===== config.mk =====
export PLATFORM = sky130hd
export DESIGN_NAME = regfile_tagged
export DESIGN_NICKNAME = d
export VERILOG_FILES = /design/src/rtl/regfile_tagged.sv
export SDC_FILE = /design/constraint.sdc
export NUM_CORES = 2
export LEC_CHECK = 0
export CORE_ASPECT_RATIO = 0.9
export CORE_UTILIZATION = 68
export DETAILED_ROUTE_END_ITERATION = 6
export PLACE_DENSITY_LB_ADDON = 0.05
export SYNTH_ARGS = -nofsm -noshare
export SYNTH_HDL_FRONTEND = slang
export SYNTH_SLANG_ARGS = --single-unit

===== constraint.sdc =====
create_clock -name clk -period 9 [get_ports clk]
set_input_delay 1.8 -clock clk [delete_from_list [all_inputs] [get_ports clk]]
set_output_delay 1.8 -clock clk [all_outputs]
set_load 0.01 [all_outputs]

===== src/rtl/regfile_tagged.sv =====
// Architectural register file with per-register busy bit and ROB owner tag.
// Commits release ownership only on tag match and are bypassed to same-cycle reads.
module regfile_tagged #(
    parameter int unsigned XLEN = 32,
    parameter int unsigned NREG = 32,
    parameter int unsigned TAGW = 4,
    parameter int unsigned NRD  = 2,
    localparam int unsigned AW  = $clog2(NREG)
) (
    input  logic                 clk,
    input  logic                 rst,
    input  logic                 issue_en,
    input  logic [AW-1:0]        issue_rd,
    input  logic [TAGW-1:0]      issue_tag,
    input  logic                 commit_en,
    input  logic [AW-1:0]        commit_rd,
    input  logic [TAGW-1:0]      commit_tag,
    input  logic [XLEN-1:0]      commit_data,
    input  logic                 flush,
    input  logic [NRD*AW-1:0]    rd_addr,
    output logic [NRD*XLEN-1:0]  rd_data,
    output logic [NRD-1:0]       rd_busy,
    output logic [NRD*TAGW-1:0]  rd_tag
);

    logic [XLEN-1:0] data_q [NREG];
    logic [TAGW-1:0] tag_q  [NREG];
    logic [NREG-1:0] busy_q;

    logic commit_ok;
    logic commit_hit;
    logic issue_ok;

    assign commit_ok  = commit_en && (commit_rd != '0);
    assign commit_hit = commit_ok && busy_q[commit_rd] && (tag_q[commit_rd] == commit_tag);
    assign issue_ok   = issue_en && (issue_rd != '0);

    // Later assignments win: flush overrides issue, issue overrides a commit release.
    always_ff @(posedge clk) begin
        if (!rst) begin
            busy_q <= '0;
            for (int unsigned r = 0; r < NREG; r++) begin
                data_q[r] <= '0;
                tag_q[r]  <= '0;
            end
        end else begin
            if (commit_ok) begin
                data_q[commit_rd] <= commit_data;
                if (commit_hit) begin
                    busy_q[commit_rd] <= 1'b0;
                    tag_q[commit_rd]  <= '0;
                end
            end
            if (flush) begin
                busy_q <= '0;
                for (int unsigned r = 0; r < NREG; r++) begin
                    tag_q[r] <= '0;
                end
            end else if (issue_ok) begin
                busy_q[issue_rd] <= 1'b1;
                tag_q[issue_rd]  <= issue_tag;
            end
        end
    end

    always_comb begin
        logic [AW-1:0] a;
        a       = '0;
        rd_data = '0;
        rd_busy = '0;
        rd_tag  = '0;
        if (rst) begin
            for (int unsigned i = 0; i < NRD; i++) begin
                a = rd_addr[i*AW +: AW];
                if (a != '0) begin
                    if (commit_hit && (commit_rd == a)) begin
                        rd_data[i*XLEN +: XLEN] = commit_data;
                    end else begin
                        rd_data[i*XLEN +: XLEN] = data_q[a];
                        if (busy_q[a]) begin
                            rd_busy[i]              = 1'b1;
                            rd_tag[i*TAGW +: TAGW]  = tag_q[a];
                        end
                    end
                end
            end
        end
    end

endmodule


# == Yosys cells after proc, flatten, opt, wreduce, memory -nomap -nowiden ==
# Memory sizes are Yosys's and may differ from the RTL's.
# Cells that the tools add are included.
# W data, S select, Z words.
# totals
in_bits,65
mem_count,2
regBits,32
elab_cells,277
ramBits,1152
# memory_table
memory,words,width,read_ports,rd_ports_with_merged_regs,write_ports,line,rtl
data_q,32,32,2,0,32,26,logic [XLEN-1:0] data_q [NREG];
tag_q,32,4,3,0,32,27,logic [TAGW-1:0] tag_q [NREG];
# classes
n_bitwise,129
muxes,89
n_lt_le_gt_ge,6
n_reduce_logical,16
n_eq_ne,34
# ops
operator,n
$mux W32,9
$mux W4,40
$eq A5 B5 Y1 const B,31
$mux W64,1
$and A1 B1 Y1,62
$and A32 B32 Y32,1
$not A1 Y1,32
$not A32 Y32,1
$or A1 B1 Y1,32
$or A32 B32 Y32,1
$reduce_or A32 Y1,1
$mux W1,29
$lt A5 B6 Y1 const B,4
$reduce_bool A5 Y1,4
$bmux W1 S5,3
$mux W5,3
$demux W1 S5,2
$eq A5 B5 Y1,2
$ge A5 B1 Y1 const B,2
$logic_and A1 B1 Y1,8
$mux W8,1
$reduce_or A4 Y1,2
$eq A4 B4 Y1,1
$mux W2,1
$reduce_or A2 Y1,1

# == Longest topological paths before layout ==
# depth
word_depth,41
ltp_mapped,14

# == Least setup slack after synthesis ==
# Ideal clock, no wire load.
# synth_timing
path_kind,input port to output port
startpoint,input port rd_addr[5]
endpoint,output port rd_tag[4]
n_path_buf,4
stages,8
required_ns,7.200
arrival_ns,4.179
slack_ns,3.021
cell_sequence,buf_2 -> buf_2 -> buf_2 -> buf_1 -> mux4_2 -> mux4_2 -> mux2i_1 -> nor2_1
# synth_via
elab_chain_len,6
word_cells_on_any_way,10
cone_classes,1 x eq/ne; 6 x mux; 2 x reduce/logical; 1 x memory
# synth_lines
element,line,rtl
from (decl),20,"input logic [NRD*AW-1:0] rd_addr,"
$bmux W1 S5,80,if (busy_q[a]) begin
$mux W1 (implied by the code),80,
$mux W4,80,
$mux W4,76,if (commit_hit && (commit_rd == a)) begin
$mux W4 *,75,if (a != '0) begin
$mux W8 *,72,if (rst) begin
to (decl),23,output logic [NRD*TAGW-1:0] rd_tag
# Every way passes the cells marked *; elsewhere a longest branch is shown, timed or not. The select of a mux whose other input is x is not followed.

# == Worst setup path in the final report ==
# layout_timing
startpoint,input port commit_rd[3]
endpoint,output port rd_data[59]
# layout_via
elab_chain_len,8
word_cells_on_any_way,13
cone_classes,2 x eq/ne; 5 x mux; 5 x reduce/logical; 1 x memory
# layout_lines
element,line,rtl
from (decl),16,"input logic [AW-1:0] commit_rd,"
"parallel branches: the longest is 4 deep, another holds $mem_v2 Z32 W4",n/a,
$logic_and A1 B1 Y1 *,76,
$mux W32 *,76,
$mux W32 *,75,
$mux W64 *,72,
to (decl),21,"output logic [NRD*XLEN-1:0] rd_data,"
# Mark *: on every way between the ends. The select of a mux whose other input is x is not followed.

==> summary.txt <==
Outcome
  – Run status: finished, violations left
  – Failing checks: DRC

Drt
  – First-iteration detailed-routing DRC count: 8,539
  – Metal1 wirelength: 71,660 um
  – Routed len/inst: 40.68 um
  – Vias/cell: 8.159
  – Detailed-routed wire length on met2: 97,540 um
  – # DRC: 14
  – Total wire length: 226,700 um
  – Number of antenna-violating nets in the routed design: 0
  – Met3 routed WL: 42,630 um
  – First drt pass iteration count: 7
  – Highest routing layer actually used: met5
  – Vias post-DR: 45,477

Yosys
  – Cell Area, Synth: 0.06545 mm2
  – Dominant cells by area after synthesis: sky130_fd_sc_hd__edfxtp_1 53%, sky130_fd_sc_hd__mux4_2 26%, sky130_fd_sc_hd__and2_1 5.0%, sky130_fd_sc_hd__nor3_1 3.9%, sky130_fd_sc_hd__clkbuf_1 2.2%
  – Gate count of the mapped netlist: 4,273
  – Mean Syn Cell Area: 15.32 um2
  – Flop and latch count out of synthesis: 1,184
  – Post-synth top flop: sky130_fd_sc_hd__edfxtp_1
  – Synth async-reset ratio: 0%
  – Most area-hungry cell type in the Yosys netlist: sky130_fd_sc_hd__edfxtp_1
  – Warnings, synthesis: 0
  – Number of synthesized flops with an enable pin: 1,152
  – Unique cell type count in the Yosys netlist: 73
  – Portion of synthesized cell area occupied by the leading cell type: 52.85%
  – Sequential fraction of the synthesis area: 53.83%

Hold path
  – Min-Delay Path Class: register to register

Finish
  – Layout net count: 4,268
  – Layout cell share with drive strength beyond 1: 28.51%
  – Post-synthesis to final-layout area growth: 10.53%
  – Final core utilization: 76.11%
  – Most frequent cells in the layout: 1,152 x sky130_fd_sc_hd__edfxtp_1, 748 x sky130_fd_sc_hd__mux4_2, 520 x sky130_fd_sc_hd__and2_1
  – Most common library cell in the layout ignoring fill and taps: sky130_fd_sc_hd__edfxtp_1
  – Final Non-Filler Cells: 5,574

Flow run
  – Max-cap check violation count: 0

Power
  – P_leak: 23.70 nW
  – VDD IR max: 0.1815 mV
  – Power density over the cells: 188.3 mW/mm2

Placement
  – Placed cell count: 5,336
  – Detailed placement HPWL: 133,800 um
  – RePlAce Congestion: 0.9821
  – Count of buffers inserted at the top-level ports: 138

Floorplan
  – Total die area: 0.09750 mm2
  – Number of ports placed on the die boundary: 139
  – Effective utilization at floorplan: 68.86%
  – Floorplan Core Area: 0.09505 mm2
  – Placement Rows: 107
  – Overall die width: 329.0 um
  – Chip Height: 296.3 um

Clock network
  – Maximum clock path buffer count: 3
  – Clock tree from TritonCTS: done
  – Number of gates resized after CTS: 0
  – Clk sinks: 1,184
  – Number of setup buffers added after CTS: 0
  – Clock buffers created by TritonCTS: 118
  – Hold buffer count at CTS: 0
  – Clock-pin slew on the worst setup and hold paths: 0.06 ns
  – Clock latency on the worst-skew pair: 0.75 ns
  – H-tree levels: 3
  – Clock Tree Root: sky130_fd_sc_hd__clkbuf_16

Critical path
  – CP max FO: 41
  – Critical path class: primary input to output pin
  – Endpoint kind of the worst setup timing path: output pin
  – Type of element launching the critical path: primary input
  – Worst reg-to-reg setup slack: 4.94 ns
  – Required time of the critical path: 7.20 ns
  – CP Data Arrival Time: 6.67 ns

Global routing
  – First-pass GRT wire length: 317,400 um
  – All-layer global routing usage: 47.30%
  – Vias in the first global route: 43,742
  – Initial antenna violation count: 18
  – Maximum number of pins on one net before global-route repair: 198
  – GRT overflow: 0

Timing
  – RSZ-0062 raised after global routing: no
  – Worst-margin pin slew: 1.419 ns
  – Clock skew: 0.02841 ns
  – Slew headroom: 5.304%
  – Peak clock frequency supported by timing: 0.1180 GHz
  – Final period util: 94.12%
  – Final-report hold violation count: 0
  – Final Setup Violations: 0
  – Final max-slew violation count: 0
  – Final-layout setup total negative slack: 0 ns
  – Final critical delay including setup and external delays: 8.471 ns
sequential cells by signal (all words and copies together) (netlist names):
| signal | cells |
|---|---|
| tag_q | 128 |
| data_q | 1024 |
| busy_q | 32 |
layout make-up:
class | count | area (um2)
inverter | 24 | 92.59
antenna | 14 | 35.03
timing repair buffer | 303 | 2910
sequential | 1184 | 35230
clock inverter | 80 | 822.0
fill | 5529 | 22710
clock buffer | 144 | 3167
tap | 1253 | 1568
multi-input combinational | 2572 | 28510
cell families (layout without fill, tap and decap cells):
group / after synthesis / count (layout) / synth area share, %
xor+xnor: 11 / 11 / 0.1472
buf+inv: 552 / 551 / 3.475
flops: 1184 / 1184 / 53.83
mux: 880 / 880 / 28.00
simple gates: 1352 / 1352 / 11.36
other cells: 1 / 50 / 0.005729
compound gates: 293 / 293 / 3.181
worst max-delay path, cell delays in order:
cell and delay [ns]:
sky130_fd_sc_hd__clkdlybuf4s50_1 0.59, sky130_fd_sc_hd__nor2b_1 0.98, sky130_fd_sc_hd__a22oi_1 0.21, sky130_fd_sc_hd__nand3_1 0.14
sky130_fd_sc_hd__o21ai_0 0.14, sky130_fd_sc_hd__nor3_1 0.41, sky130_fd_sc_hd__o211a_2 0.27, sky130_fd_sc_hd__buf_4 0.57
sky130_fd_sc_hd__nand2_1 0.63, sky130_fd_sc_hd__a21oi_1 0.32, sky130_fd_sc_hd__clkdlybuf4s50_1 0.58
path summary, 6_finish.rpt:
| path | startpoint | end | depth (start not counted) |
|---|---|---|---|
| setup / recovery | commit_rd[3] | rd_data[59] | 11 |
| hold / removal | busy_q[0]$_SDFF_PP0_ | busy_q[0]$_SDFF_PP0_ | 1 |
| setup reg to reg | busy_q[28]$_SDFF_PP0_ | tag_q[19][3]$_SDFFCE_PN0P_ | 10 |
| hold reg to reg | busy_q[0]$_SDFF_PP0_ | busy_q[0]$_SDFF_PP0_ | 1 |
per-stage QoR:
stage	instance area, um2	worst slack, ns	hold WS (ns)	total power, W
floorplan	65580	3.021	0.4612	0.007763
global placement	68320	0.8660	0.4925	0.008440
detailed placement	68320	0.8417	0.5068	0.008484
CTS	72310	0.8289	0.5165	0.01351
global route	72310	0.3715	0.5352	0.01383
finish	72340	0.5289	0.5197	0.01362
report_power, final:
group          internal, W  total, W  leakage (nW)  switching (W)
clock              0.00296   0.00516          1.96        0.00220
sequential         0.00635   0.00653          11.4       0.000175
combinational     0.000831   0.00193          10.3        0.00110
layer usage:
layer | global-route usage [%] | up-vias
met2 | 66.19 | 4794
met4 | 24.72 | 12
met5 | 1.779 | -
met1 | 62.61 | 22528
li1 | - | 17096
met3 | 21.31 | 1047
cells in the mapped netlist, types with 6 or more instances:
library cell / count
sky130_fd_sc_hd__and2_1: 520
sky130_fd_sc_hd__mux4_2: 748
sky130_fd_sc_hd__o21ai_1: 8
sky130_fd_sc_hd__clkbuf_1: 391
sky130_fd_sc_hd__a21oi_1: 54
sky130_fd_sc_hd__nor2b_1: 6
sky130_fd_sc_hd__a22oi_1: 20
sky130_fd_sc_hd__buf_1: 61
sky130_fd_sc_hd__nand3_1: 20
sky130_fd_sc_hd__o41ai_2: 8
sky130_fd_sc_hd__nor3_1: 513
sky130_fd_sc_hd__mux4_1: 7
sky130_fd_sc_hd__dfxtp_1: 32
sky130_fd_sc_hd__buf_2: 55
sky130_fd_sc_hd__mux2_2: 22
sky130_fd_sc_hd__nor4_1: 54
sky130_fd_sc_hd__o211a_1: 32
sky130_fd_sc_hd__nand3b_1: 7
sky130_fd_sc_hd__buf_6: 10
sky130_fd_sc_hd__edfxtp_1: 1152
sky130_fd_sc_hd__mux2i_1: 101
sky130_fd_sc_hd__inv_1: 24
sky130_fd_sc_hd__nand2_1: 47
sky130_fd_sc_hd__and3_1: 44
sky130_fd_sc_hd__o41ai_1: 6
sky130_fd_sc_hd__nor2_1: 118
sky130_fd_sc_hd__xnor2_1: 6
sky130_fd_sc_hd__o311ai_0: 15
sky130_fd_sc_hd__o21ai_0: 105
sky130_fd_sc_hd__a311oi_2: 11
sky130_fd_sc_hd__a311oi_1: 8
No activity file was read; power rests on OpenSTA's default activity.
